File: src/rtl/fetch_stage.sv
// fetch_stage: pipeline front end. Owns the fetch PC, issues addresses to a
// synchronous (1-cycle latency) instruction memory and loads the IF/ID
// register (inst_new / pc_count_new / inst_valid) consumed by decoInst.
// Optional build macro FETCH_PERF_EN adds saturating fetch/squash counters.
module fetch_stage #(
    parameter int unsigned       PC_W     = 16,
    parameter int unsigned       INST_W   = 32,
    parameter logic [PC_W-1:0]   RESET_PC = '0,
    parameter logic [INST_W-1:0] NOP_INST = '0
) (
    input  logic              clk,
    input  logic              rst,
    input  logic              en,
    input  logic              stall,
    input  logic              branch_taken,
    input  logic [PC_W-1:0]   branch_target,
    output logic [PC_W-1:0]   imem_addr,
    output logic              imem_rden,
    input  logic [INST_W-1:0] imem_q,
    output logic [PC_W-1:0]   pc_count,
    output logic [INST_W-1:0] inst_new,
    output logic [PC_W-1:0]   pc_count_new,
    output logic              inst_valid
`ifdef FETCH_PERF_EN
    ,
    output logic [31:0]       perf_fetched,
    output logic [31:0]       perf_squashed
`endif
);

    logic              hold;

    logic [PC_W-1:0]   pc_q,       pc_d;
    logic              req_valid_q, req_valid_d;
    logic [PC_W-1:0]   req_pc_q,   req_pc_d;
    logic [INST_W-1:0] inst_q,     inst_d;
    logic [PC_W-1:0]   pcn_q,      pcn_d;
    logic              valid_q,    valid_d;

    // en=0 is treated exactly like a stall
    assign hold = stall | ~en;

    // Memory is read only when the front end advances, so q stays aligned
    // with req_pc across a stall.
    assign imem_rden    = ~hold & rst;
    assign imem_addr    = pc_q;
    assign pc_count     = pc_q;
    assign inst_new     = inst_q;
    assign pc_count_new = pcn_q;
    assign inst_valid   = valid_q;

    // Next-state for PC, in-flight request tracker and IF/ID register
    always_comb begin
        pc_d        = pc_q;
        req_valid_d = req_valid_q;
        req_pc_d    = req_pc_q;
        inst_d      = inst_q;
        pcn_d       = pcn_q;
        valid_d     = valid_q;

        // PC: redirect beats hold beats sequential increment (wraps naturally)
        if (branch_taken) begin
            pc_d = branch_target;
        end else if (!hold) begin
            pc_d = pc_q + PC_W'(1);
        end

        // Tracker records the address presented to memory this cycle
        if (!hold) begin
            req_valid_d = 1'b1;
            req_pc_d    = pc_q;
        end

        // IF/ID: a redirect squashes both the slot and the in-flight word
        if (branch_taken) begin
            inst_d      = NOP_INST;
            valid_d     = 1'b0;
            req_valid_d = 1'b0;
        end else if (!hold) begin
            inst_d  = req_valid_q ? imem_q : NOP_INST;
            pcn_d   = req_pc_q;
            valid_d = req_valid_q;
        end
    end

    // Fetch state registers, asynchronously cleared
    always_ff @(posedge clk or negedge rst) begin
        if (!rst) begin
            pc_q        <= RESET_PC;
            req_valid_q <= 1'b0;
            req_pc_q    <= '0;
            inst_q      <= NOP_INST;
            pcn_q       <= '0;
            valid_q     <= 1'b0;
        end else begin
            pc_q        <= pc_d;
            req_valid_q <= req_valid_d;
            req_pc_q    <= req_pc_d;
            inst_q      <= inst_d;
            pcn_q       <= pcn_d;
            valid_q     <= valid_d;
        end
    end

`ifdef FETCH_PERF_EN
    logic [31:0] perf_fetched_q,  perf_fetched_d;
    logic [31:0] perf_squashed_q, perf_squashed_d;
    logic        fetch_evt;
    logic        squash_evt;

    // A fetch is an IF/ID load carrying a valid instruction; a squash is a
    // redirect that discards at least one live word.
    assign fetch_evt  = ~branch_taken & ~hold & req_valid_q;
    assign squash_evt = branch_taken & (req_valid_q | valid_q);

    assign perf_fetched  = perf_fetched_q;
    assign perf_squashed = perf_squashed_q;

    // Saturating event counters
    always_comb begin
        perf_fetched_d  = perf_fetched_q;
        perf_squashed_d = perf_squashed_q;
        if (fetch_evt && (perf_fetched_q != '1)) begin
            perf_fetched_d = perf_fetched_q + 32'd1;
        end
        if (squash_evt && (perf_squashed_q != '1)) begin
            perf_squashed_d = perf_squashed_q + 32'd1;
        end
    end

    // Counter registers, asynchronously cleared
    always_ff @(posedge clk or negedge rst) begin
        if (!rst) begin
            perf_fetched_q  <= '0;
            perf_squashed_q <= '0;
        end else begin
            perf_fetched_q  <= perf_fetched_d;
            perf_squashed_q <= perf_squashed_d;
        end
    end
`endif

endmodule

File: config.mk
export PLATFORM = sky130hd
export DESIGN_NAME = fetch_stage
export DESIGN_NICKNAME = d
export VERILOG_FILES = /design/src/rtl/fetch_stage.sv
export SDC_FILE = /design/constraint.sdc
export NUM_CORES = 1
export LEC_CHECK = 0
export ABC_CLOCK_PERIOD_IN_PS = 1400
export CORE_MARGIN = 1.5
export CORE_UTILIZATION = 40
export DETAILED_ROUTE_END_ITERATION = 12
export PLACE_DENSITY = 0.77
export SYNTH_ARGS = -nofsm -noshare
export SYNTH_HDL_FRONTEND = slang
export SYNTH_SLANG_ARGS = --single-unit
File: constraint.sdc
create_clock -name clk -period 1.4 [get_ports clk]
set_input_delay 0.14 -clock clk [delete_from_list [all_inputs] [get_ports clk]]
set_output_delay 0.14 -clock clk [all_outputs]
set_load 0.05 [all_outputs]
==> impl_results.html, run 1 <==
<table>
<tr><th>Metric</th><th>Value</th></tr>
<tr><th colspan="2">Timing</th></tr>
<tr><td>Count of pins over their slew limit</td><td>0</td></tr>
<tr><td>Final period util</td><td>103%</td></tr>
<tr><td>Fmax</td><td>0.694 GHz</td></tr>
<tr><td>Slew headroom</td><td>71.3%</td></tr>
<tr><td>Min Tclk post-route</td><td>1440 ps</td></tr>
<tr><td>Finish-stage setup viols</td><td>4</td></tr>
<tr><td>RSZ-0062 raised after global routing</td><td>yes</td></tr>
<tr><td>Measured slew at the worst slew-check pin</td><td>430 ps</td></tr>
<tr><td>Final hold viol count</td><td>0</td></tr>
<tr><td>Worst clock skew on the final layout</td><td>5.32 ps</td></tr>
<tr><td>Fin worst setup slack</td><td>-41.6 ps</td></tr>
<tr><th colspan="2">Critical path</th></tr>
<tr><td>Category of the critical setup timing path</td><td>reg -&gt; reg</td></tr>
<tr><td>Arrival time reported for the critical path endpoint</td><td>1660 ps</td></tr>
<tr><td>RR Endpoint</td><td>imem_addr[8]$_DFFE_PN0P_</td></tr>
<tr><td>Kind of end point of the critical path</td><td>flip-flop</td></tr>
<tr><td>Setup slack of the worst register-to-register path</td><td>-40 ps</td></tr>
<tr><td>Worst Reg-to-Reg Cells</td><td>6</td></tr>
<tr><td>Critical path peak fanout</td><td>3</td></tr>
<tr><td>Kind of start point of the critical path</td><td>flip-flop</td></tr>
<tr><td>Reg2reg start</td><td>imem_addr[0]$_DFFE_PN0P_</td></tr>
<tr><td>Required time of the critical path</td><td>1620 ps</td></tr>
<tr><th colspan="2">Floorplan</th></tr>
<tr><td>Die Y</td><td>96.5 µm</td></tr>
<tr><td>Total number of placement rows</td><td>33</td></tr>
<tr><td>Core area</td><td>0.00834 mm²</td></tr>
<tr><td>Die boundary width</td><td>96.5 µm</td></tr>
<tr><td>Boundary pin count</td><td>135</td></tr>
<tr><td>Starting utilization of the core area</td><td>42.0%</td></tr>
<tr><td>Die Footprint</td><td>0.00932 mm²</td></tr>
<tr><th colspan="2">Layout</th></tr>
<tr><td>Layout overhead on the synthesized area</td><td>62.7%</td></tr>
<tr><td>Total Nets Final</td><td>499</td></tr>
<tr><td>Fraction of final layout cells sized beyond drive strength 1</td><td>37.6%</td></tr>
<tr><td>Post-route standard cell area excluding fillers</td><td>0.00569 mm²</td></tr>
<tr><td>Antenna diodes</td><td>0</td></tr>
<tr><th colspan="2">Yosys</th></tr>
<tr><td>Async set or reset register ratio after synthesis</td><td>100%</td></tr>
<tr><td>Post-synthesis instance area</td><td>0.00350 mm²</td></tr>
<tr><td>Top_reg_cell synth</td><td>sky130_fd_sc_hd__dfrtp_1</td></tr>
<tr><td>Syn_area_per_cell</td><td>11.7 µm²</td></tr>
<tr><td>Count of different cell masters after synthesis</td><td>32</td></tr>
<tr><td>Most used standard cell by instance count after synthesis</td><td>sky130_fd_sc_hd__dfrtp_1</td></tr>
<tr><td>Number of warning messages in the yosys log</td><td>0</td></tr>
<tr><td>Post-synthesis cell count</td><td>299</td></tr>
<tr><td>Sequential area share after synthesis</td><td>58.6%</td></tr>
<tr><td>Cell type with the largest total area after synthesis</td><td>sky130_fd_sc_hd__dfrtp_1</td></tr>
<tr><td>Flip-flop and latch count after synthesis</td><td>82</td></tr>
<tr><td>Top post-synthesis cells by count</td><td>sky130_fd_sc_hd__dfrtp_1, sky130_fd_sc_hd__nand2_1, sky130_fd_sc_hd__a22o_1, sky130_fd_sc_hd__buf_4, sky130_fd_sc_hd__mux2_2</td></tr>
<tr><td>Leading post-synthesis cells by cell area</td><td>sky130_fd_sc_hd__dfrtp_1, sky130_fd_sc_hd__a22o_1, sky130_fd_sc_hd__nand2_1, sky130_fd_sc_hd__mux2_2, sky130_fd_sc_hd__buf_4</td></tr>
<tr><td>Synth Net Count</td><td>353</td></tr>
<tr><td>Number of enable-type register cells in the synthesized netlist</td><td>0</td></tr>
<tr><td>Synth top area share</td><td>58.6%</td></tr>
<tr><th colspan="2">Clock network</th></tr>
<tr><td>Maximum clock insertion buffer count</td><td>2</td></tr>
<tr><td>Clock insertion delay at the later pin of the skew report</td><td>340 ps</td></tr>
<tr><td>Number of clock sinks</td><td>82</td></tr>
<tr><td>TritonCTS clock tree</td><td>built</td></tr>
<tr><td>CTS buffer count</td><td>9</td></tr>
<tr><td>Root buf cell</td><td>sky130_fd_sc_hd__clkbuf_8</td></tr>
<tr><td>CTS clock-pin slew for the worst setup and hold paths</td><td>80 ps</td></tr>
<tr><td>Clock H-tree levels</td><td>3</td></tr>
<tr><th colspan="2">Run status</th></tr>
<tr><td>Outcome</td><td>finished with violations</td></tr>
<tr><td>Violated checks</td><td>negative setup slack</td></tr>
<tr><th colspan="2">Power and ir drop</th></tr>
<tr><td>Proportion of power drawn by flip-flops and latches</td><td>40.7%</td></tr>
<tr><td>Proportion of power drawn by combinational gates</td><td>35.9%</td></tr>
<tr><td>Cell Int Power</td><td>4.63 mW</td></tr>
<tr><td>Total net switching power</td><td>2.36 mW</td></tr>
<tr><td>Worst vdd rail ir drop</td><td>0.000549 V</td></tr>
<tr><td>Leak</td><td>2.68 nW</td></tr>
<tr><td>Switching Share</td><td>33.8%</td></tr>
<tr><td>Clock power frac</td><td>23.4%</td></tr>
<tr><td>Total design power</td><td>6.99 mW</td></tr>
<tr><td>Power per standard cell area</td><td>1230 mW/mm²</td></tr>
<tr><th colspan="2">Routing</th></tr>
<tr><td>Vias per Instance</td><td>5.00</td></tr>
<tr><td>Highest metal layer with signal wires</td><td>met4</td></tr>
<tr><td>ANT nets after route</td><td>0</td></tr>
<tr><td>Drt drc</td><td>0</td></tr>
<tr><td>Aggregate routed wire length</td><td>8830 µm</td></tr>
<tr><td>Total length of routed met3 wires</td><td>699 µm</td></tr>
<tr><td>Routed length on met2</td><td>4240 µm</td></tr>
<tr><td>Vias after detailed routing</td><td>2774</td></tr>
<tr><td>Number of iterations in the first detailed-routing pass</td><td>4</td></tr>
<tr><td>Iteration-0 DRC count of the detailed router</td><td>126</td></tr>
<tr><td>Met1 routed wirelength after detailed routing</td><td>3760 µm</td></tr>
<tr><td>Final routed wire length divided by cell count</td><td>15.9 µm</td></tr>
<tr><th colspan="2">GRT</th></tr>
<tr><td>Overall fraction of global-route tracks in use</td><td>19.1%</td></tr>
<tr><td>Pin count of the biggest net entering global routing</td><td>83</td></tr>
<tr><td>Via count of the first global-routing pass</td><td>2733</td></tr>
<tr><td>GR Overflow Total</td><td>0</td></tr>
<tr><td>Global-route wire length before repair</td><td>13500 µm</td></tr>
<tr><td>Antenna violations before repair</td><td>0</td></tr>
<tr><th colspan="2">Place</th></tr>
<tr><td>IO buf count</td><td>134</td></tr>
<tr><td>Last weighted congestion value of the routability-driven placer</td><td>0.801</td></tr>
<tr><td>DP Worst Slack</td><td>-323 ps</td></tr>
<tr><td>Detail Placement HPWL</td><td>6450 µm</td></tr>
<tr><td>Area post-placement</td><td>0.00545 mm²</td></tr>
<tr><th colspan="2">Worst hold path</th></tr>
<tr><td>Worst min-delay path startpoint</td><td>branch_target[5]</td></tr>
<tr><td>Hold Crit Depth</td><td>3</td></tr>
<tr><td>Path category of the worst min-delay check</td><td>in -&gt; reg</td></tr>
<tr><td>Endpoint with the worst hold slack</td><td>imem_addr[5]$_DFFE_PN0P_</td></tr>
<tr><th colspan="2">Flow run</th></tr>
<tr><td>Max-capacitance violation count</td><td>0</td></tr>
</table>
-- final cells by class --
cell class,instances,area [µm²]
clock inverters,5,55.1
multi-input cells,182,1270
fillers,594,2650
clock buffers,11,131
repair buffers,168,2030
flip-flops and latches,82,2070
inverters,2,7.51
well taps,105,131
-- placed cells by master, fill, tap and decap left out, types with 10 or more instances in the layout --
master	instances
sky130_fd_sc_hd__mux2_2	16
sky130_fd_sc_hd__a22o_1	32
sky130_fd_sc_hd__nand2_1	62
sky130_fd_sc_hd__o21ai_1	10
sky130_fd_sc_hd__dfrtp_1	71
sky130_fd_sc_hd__clkdlybuf4s50_1	49
sky130_fd_sc_hd__buf_4	65
sky130_fd_sc_hd__buf_12	51
sky130_fd_sc_hd__dfrtp_2	10
-- state kept, by name, summed over array words and instances (netlist names) --
register	flops
req_valid_q	1
req_pc_q	16
pc_count_new	16
inst_valid	1
imem_addr	16
inst_new	32
-- worst max path at each step --
stage	start	depth (start not counted)	endpoint	slack, ps
2_1_floorplan	imem_addr[1]$_DFFE_PN0P_	5	imem_addr[12]$_DFFE_PN0P_	-150
3_3_place_gp	stall	6	inst_new[8]$_DFFE_PN0P_	-250
5_1_grt	imem_addr[0]$_DFFE_PN0P_	6	imem_addr[14]$_DFFE_PN0P_	-160
6_report	imem_addr[0]$_DFFE_PN0P_	6	imem_addr[8]$_DFFE_PN0P_	-40
4_1_cts	imem_addr[0]$_DFFE_PN0P_	5	imem_addr[12]$_DFFE_PN0P_	-70
3_5_place_dp	stall	6	inst_new[28]$_DFFE_PN0P_	-320
-- power groups by stage --
stage | logic, mW | registers (mW) | clock network (mW)
6_report | 2.51 | 2.84 | 1.63
5_1_grt | 2.63 | 2.88 | 1.81
4_1_cts | 2.53 | 2.84 | 1.68
3_5_place_dp | 2.52 | 2.89 | 0
3_3_place_gp | 2.49 | 2.88 | 0
2_1_floorplan | 0.599 | 3.48 | 0
-- repair_timing --
| action | in CTS | in global routing |
|---|---|---|
| hold buffers | 1 | 0 |
| endpoints found under the setup margin | 4 | 8 |
| gates resized for setup | 5 | 1 |
| buffers inserted | 2 | 1 |
| pin swaps | 10 | 6 |
| hold endpoints to repair | 82 | 0 |
-- layer usage --
layer | track usage [%] | up-vias
li1 | - | 1316
met1 | 24.0 | 1335
met2 | 31.8 | 114
met3 | 4.46 | 9
met4 | 7.37 | 0
met5 | 0 | -
-- stage by stage --
| stage | std cells | hold slack [ps] | utilization [%] | setup TNS, ps |
|---|---|---|---|---|
| after floorplan | 299 | -156 | - | -482 |
| after global placement | 535 | 221 | 65.4 | -14310 |
| after detailed placement | 535 | 228 | 65.4 | -19460 |
| after CTS | 554 | 324 | 68.1 | -186 |
| after global routing | 555 | 348 | 68.3 | -581 |
| final | 555 | 340 | 68.3 | -141 |
-- cells by family after synthesis --
kind of cell / after synthesis / synth area share (%)
mux: 19 / 6.01
xor+xnor: 13 / 3.25
flops: 82 / 58.6
buf+inv: 35 / 6.69
compound gates: 51 / 10.8
fa+ha+maj: 1 / 0.357
simple gates: 98 / 14.3
-- worst max-delay path: stages, from the launching register on --
cell and delay [ps]:
sky130_fd_sc_hd__dfrtp_4 510, sky130_fd_sc_hd__ha_4 170, sky130_fd_sc_hd__buf_4 120, sky130_fd_sc_hd__and4b_1 190
sky130_fd_sc_hd__nand4_1 120, sky130_fd_sc_hd__xor2_1 140, sky130_fd_sc_hd__o21ai_1 70
Power figures use the tool's default switching activity.
==> run 2: changes to the inputs <==
--- a/config.mk
+++ b/config.mk
@@ -5,7 +5,6 @@
 export SDC_FILE = /design/constraint.sdc
 export NUM_CORES = 1
 export LEC_CHECK = 0
-export ABC_CLOCK_PERIOD_IN_PS = 1400
 export CORE_MARGIN = 1.5
 export CORE_UTILIZATION = 40
 export DETAILED_ROUTE_END_ITERATION = 12
@@ -13,3 +12,4 @@
 export SYNTH_ARGS = -nofsm -noshare
 export SYNTH_HDL_FRONTEND = slang
 export SYNTH_SLANG_ARGS = --single-unit
+export TNS_END_PERCENT = 5
==> impl_results.html, run 2 (synthesized netlist as in run 1, its figures left out) <==
<table>
<tr><th>Metric</th><th>Value</th></tr>
<tr><th colspan="2">Timing</th></tr>
<tr><td>Worst clock skew on the final layout</td><td>12.1 ps (was 5.32 ps)</td></tr>
<tr><td>Final period util</td><td>103% (about the same)</td></tr>
<tr><td>Fin worst setup slack</td><td>-39.9 ps (was -41.6 ps)</td></tr>
<tr><td>Measured slew at the worst slew-check pin</td><td>420 ps (was 430 ps)</td></tr>
<tr><td>Slew headroom</td><td>72.0% (was 71.3%)</td></tr>
<tr><td>Final hold viol count</td><td>0 (unchanged)</td></tr>
<tr><td>Post-Route Setup TNS</td><td>-39.9 ps (was -141 ps)</td></tr>
<tr><td>RSZ-0062 raised after global routing</td><td>yes (unchanged)</td></tr>
<tr><td>Fmax</td><td>0.695 GHz (was 0.694 GHz)</td></tr>
<tr><td>Count of pins over their slew limit</td><td>0 (unchanged)</td></tr>
<tr><td>Finish-stage setup viols</td><td>1 (was 4)</td></tr>
<tr><td>Min Tclk post-route</td><td>1440 ps (about the same)</td></tr>
<tr><th colspan="2">Run status</th></tr>
<tr><td>Violated checks</td><td>negative setup slack (unchanged)</td></tr>
<tr><td>Outcome</td><td>finished with violations (unchanged)</td></tr>
<tr><th colspan="2">Clock network</th></tr>
<tr><td>Clock H-tree levels</td><td>3 (unchanged)</td></tr>
<tr><td>TritonCTS clock tree</td><td>built (unchanged)</td></tr>
<tr><td>Number of clock sinks</td><td>82 (unchanged)</td></tr>
<tr><td>Maximum clock insertion buffer count</td><td>2 (unchanged)</td></tr>
<tr><td>Root buf cell</td><td>sky130_fd_sc_hd__clkbuf_8 (unchanged)</td></tr>
<tr><td>Clock insertion delay at the later pin of the skew report</td><td>340 ps (about the same)</td></tr>
<tr><td>CTS buffer count</td><td>9 (unchanged)</td></tr>
<tr><td>CTS clock-pin slew for the worst setup and hold paths</td><td>90 ps (was 80 ps)</td></tr>
<tr><th colspan="2">Critical path</th></tr>
<tr><td>Reg2reg start</td><td>imem_addr[1]$_DFFE_PN0P_ (was imem_addr[0]$_DFFE_PN0P_)</td></tr>
<tr><td>Required time of the critical path</td><td>1610 ps (was 1620 ps)</td></tr>
<tr><td>Family of cells with the greatest summed delay on the critical path</td><td>flip-flops (unchanged)</td></tr>
<tr><td>Launching instance or port of the critical path</td><td>imem_addr[1]$_DFFE_PN0P_ (was imem_addr[0]$_DFFE_PN0P_)</td></tr>
<tr><td>Critical path peak fanout</td><td>3 (unchanged)</td></tr>
<tr><td>Kind of end point of the critical path</td><td>flip-flop (unchanged)</td></tr>
<tr><td>Worst Reg-to-Reg Cells</td><td>6 (unchanged)</td></tr>
<tr><td>Arrival time reported for the critical path endpoint</td><td>1650 ps (was 1660 ps)</td></tr>
<tr><td>Number of buffers and inverters on the critical path</td><td>1 (unchanged)</td></tr>
<tr><td>Kind of start point of the critical path</td><td>flip-flop (unchanged)</td></tr>
<tr><td>Count of cell instances traversed by the critical path</td><td>6 (unchanged)</td></tr>
<tr><td>Worst-path cell with the longest stage delay</td><td>sky130_fd_sc_hd__dfrtp_2 (was sky130_fd_sc_hd__dfrtp_4)</td></tr>
<tr><td>Critical path's largest stage delay</td><td>410 ps (was 510 ps)</td></tr>
<tr><td>Cells along the critical path</td><td>ha_4 -&gt; nand4_1 -&gt; buf_4 -&gt; nor4_4 -&gt; xnor2_1 -&gt; o21ai_1 (was ha_4 -&gt; buf_4 -&gt; and4b_1 -&gt; nand4_1 -&gt; xor2_1 -&gt; o21ai_1)</td></tr>
<tr><td>Category of the critical setup timing path</td><td>reg -&gt; reg (unchanged)</td></tr>
<tr><th colspan="2">Layout</th></tr>
<tr><td>Leading cell type in the layout, fill and taps excluded</td><td>sky130_fd_sc_hd__dfrtp_1 (unchanged)</td></tr>
<tr><td>Layout Cells excl Fill</td><td>561 (was 555)</td></tr>
<tr><td>Register area</td><td>0.00207 mm² (about the same)</td></tr>
<tr><td>Antenna diodes</td><td>0 (unchanged)</td></tr>
<tr><td>Layout overhead on the synthesized area</td><td>65.8% (was 62.7%)</td></tr>
<tr><td>Area of the multi-input gates</td><td>0.00126 mm² (was 0.00127 mm²)</td></tr>
<tr><td>Total Nets Final</td><td>505 (was 499)</td></tr>
<tr><td>Post-route standard cell area excluding fillers</td><td>0.00580 mm² (was 0.00569 mm²)</td></tr>
<tr><td>Max FFs per register</td><td>32 (unchanged)</td></tr>
<tr><td>Layout filler cell count</td><td>588 (was 594)</td></tr>
<tr><td>Most frequent cells in the layout</td><td>sky130_fd_sc_hd__dfrtp_1, sky130_fd_sc_hd__buf_4, sky130_fd_sc_hd__nand2_1, sky130_fd_sc_hd__buf_12, sky130_fd_sc_hd__clkdlybuf4s50_1 (unchanged)</td></tr>
<tr><td>Post-layout utilization of the core</td><td>69.6% (was 68.3%)</td></tr>
<tr><td>Fraction of final layout cells sized beyond drive strength 1</td><td>38.8% (was 37.6%)</td></tr>
<tr><th colspan="2">Power and ir drop</th></tr>
<tr><td>Proportion of power drawn by combinational gates</td><td>34.7% (was 35.9%)</td></tr>
<tr><td>Total design power</td><td>7.37 mW (was 6.99 mW)</td></tr>
<tr><td>Switching Share</td><td>32.6% (was 33.8%)</td></tr>
<tr><td>Total net switching power</td><td>2.40 mW (was 2.36 mW)</td></tr>
<tr><td>Cell Int Power</td><td>4.96 mW (was 4.63 mW)</td></tr>
<tr><td>Proportion of power drawn by flip-flops and latches</td><td>38.7% (was 40.7%)</td></tr>
<tr><td>Worst vdd rail ir drop</td><td>0.000675 V (was 0.000549 V)</td></tr>
<tr><td>Clock power frac</td><td>26.5% (was 23.4%)</td></tr>
<tr><td>Power per standard cell area</td><td>1270 mW/mm² (was 1230 mW/mm²)</td></tr>
<tr><td>Leak</td><td>2.73 nW (was 2.68 nW)</td></tr>
<tr><th colspan="2">Routing</th></tr>
<tr><td>Drt drc</td><td>0 (unchanged)</td></tr>
<tr><td>Vias after detailed routing</td><td>2813 (was 2774)</td></tr>
<tr><td>ANT nets after route</td><td>0 (unchanged)</td></tr>
<tr><td>Iteration-0 DRC count of the detailed router</td><td>71 (was 126)</td></tr>
<tr><td>Vias per Instance</td><td>5.01 (was 5.00)</td></tr>
<tr><td>Number of iterations in the first detailed-routing pass</td><td>4 (unchanged)</td></tr>
<tr><td>Final routed wire length divided by cell count</td><td>15.8 µm (was 15.9 µm)</td></tr>
<tr><td>Aggregate routed wire length</td><td>8870 µm (was 8830 µm)</td></tr>
<tr><th colspan="2">Floorplan</th></tr>
<tr><td>Die Footprint</td><td>0.00932 mm² (unchanged)</td></tr>
<tr><td>Die boundary width</td><td>96.5 µm (unchanged)</td></tr>
<tr><td>Starting utilization of the core area</td><td>42.0% (unchanged)</td></tr>
<tr><td>Die Y</td><td>96.5 µm (unchanged)</td></tr>
<tr><td>Boundary pin count</td><td>135 (unchanged)</td></tr>
<tr><td>Total number of placement rows</td><td>33 (unchanged)</td></tr>
<tr><td>Core area</td><td>0.00834 mm² (unchanged)</td></tr>
<tr><th colspan="2">Worst hold path</th></tr>
<tr><td>Path category of the worst min-delay check</td><td>in -&gt; reg (unchanged)</td></tr>
<tr><td>Hold Crit Depth</td><td>3 (unchanged)</td></tr>
<tr><td>Worst min-delay path startpoint</td><td>branch_target[12] (was branch_target[5])</td></tr>
<tr><th colspan="2">Place</th></tr>
<tr><td>Detail Placement HPWL</td><td>6520 µm (was 6450 µm)</td></tr>
<tr><td>Placed cell count</td><td>540 (was 535)</td></tr>
<tr><td>Area post-placement</td><td>0.00550 mm² (was 0.00545 mm²)</td></tr>
<tr><td>Last weighted congestion value of the routability-driven placer</td><td>0.776 (was 0.801)</td></tr>
<tr><td>IO buf count</td><td>134 (unchanged)</td></tr>
<tr><th colspan="2">GRT</th></tr>
<tr><td>Antenna violations before repair</td><td>0 (unchanged)</td></tr>
<tr><td>Via count of the first global-routing pass</td><td>2923 (was 2733)</td></tr>
<tr><td>Global-route wire length before repair</td><td>14200 µm (was 13500 µm)</td></tr>
<tr><td>Overall fraction of global-route tracks in use</td><td>20.0% (was 19.1%)</td></tr>
<tr><td>GR Overflow Total</td><td>0 (unchanged)</td></tr>
<tr><td>Pin count of the biggest net entering global routing</td><td>83 (unchanged)</td></tr>
<tr><th colspan="2">Flow run</th></tr>
<tr><td>Max-capacitance violation count</td><td>0 (unchanged)</td></tr>
</table>
## run 2: changes by cell type in the layout (fill, tap and decap cells not counted), sizes merged
cell | previous run | this run
clkinv | 2 | 3
clkinvlp | 2 | 0
buf | 116 | 122
bufinv | 1 | 2
## run 2: worst paths after layout
kind,endpoint,slack (ps)
max in group asynchronous,imem_addr[10]$_DFFE_PN0P_,640
min,imem_addr[12]$_DFFE_PN0P_,340
max,imem_addr[14]$_DFFE_PN0P_,-40
min reg2reg,req_pc_q[7]$_DFFE_PN0N_,470
min in group asynchronous,req_pc_q[0]$_DFFE_PN0N_,420
max reg2reg,imem_addr[14]$_DFFE_PN0P_,-40
## run 2: final cells by class
| cell class | count | share of cell area, % |
|---|---|---|
| timing repair buffer | 174 | 36.1 |
| multi-input combinational | 182 | 21.8 |
| clock buffer | 11 | 2.61 |
| clock inverter | 5 | 1.49 |
| sequential | 82 | 35.6 |
| inverter | 2 | 0.129 |
| tap | 105 | 2.26 |
## run 2: tightest hold or removal path, cell delays in order
cell and delay (ps):
sky130_fd_sc_hd__clkdlybuf4s50_1 400, sky130_fd_sc_hd__nand2_1 60, sky130_fd_sc_hd__o21ai_1 50
## run 2: power groups by stage
| stage | sequential [mW] | combinational (mW) | clock (mW) |
|---|---|---|---|
| 2_1_floorplan | 3.47 | 0.592 | 0 |
| 3_3_place_gp | 2.89 | 2.52 | 0 |
| 3_5_place_dp | 2.90 | 2.55 | 0 |
| 4_1_cts | 2.85 | 2.58 | 2.01 |
| 5_1_grt | 2.89 | 2.68 | 2.11 |
| 6_report | 2.85 | 2.56 | 1.95 |
## run 2: metal layers
| layer | track usage [%] | up-vias | wire, µm |
|---|---|---|---|
| met4 | 7.61 | 0 | 123 |
| met1 | 24.4 | 1353 | 3710 |
| li1 | - | 1332 | - |
| met2 | 34.1 | 116 | 4290 |
| met3 | 4.77 | 12 | 749 |
| met5 | 0 | - | 0 |
## run 2: repair_timing
item                                    in CTS  in global routing
pin swaps                                    6                  5
endpoints found under the hold margin       82                  0
endpoints found under the setup margin       5                 10
setup buffers                                3                  1
hold buffers                                 1                  0
gates resized for setup                      7                  2
## run 2: per-stage QoR
stage | hold slack (ps) | setup WS, ps
final | 337 | -39.9
after global routing | 336 | -137
after CTS | 323 | -28.0
after detailed placement | 228 | -331
after global placement | 219 | -265
after floorplan | -156 | -153
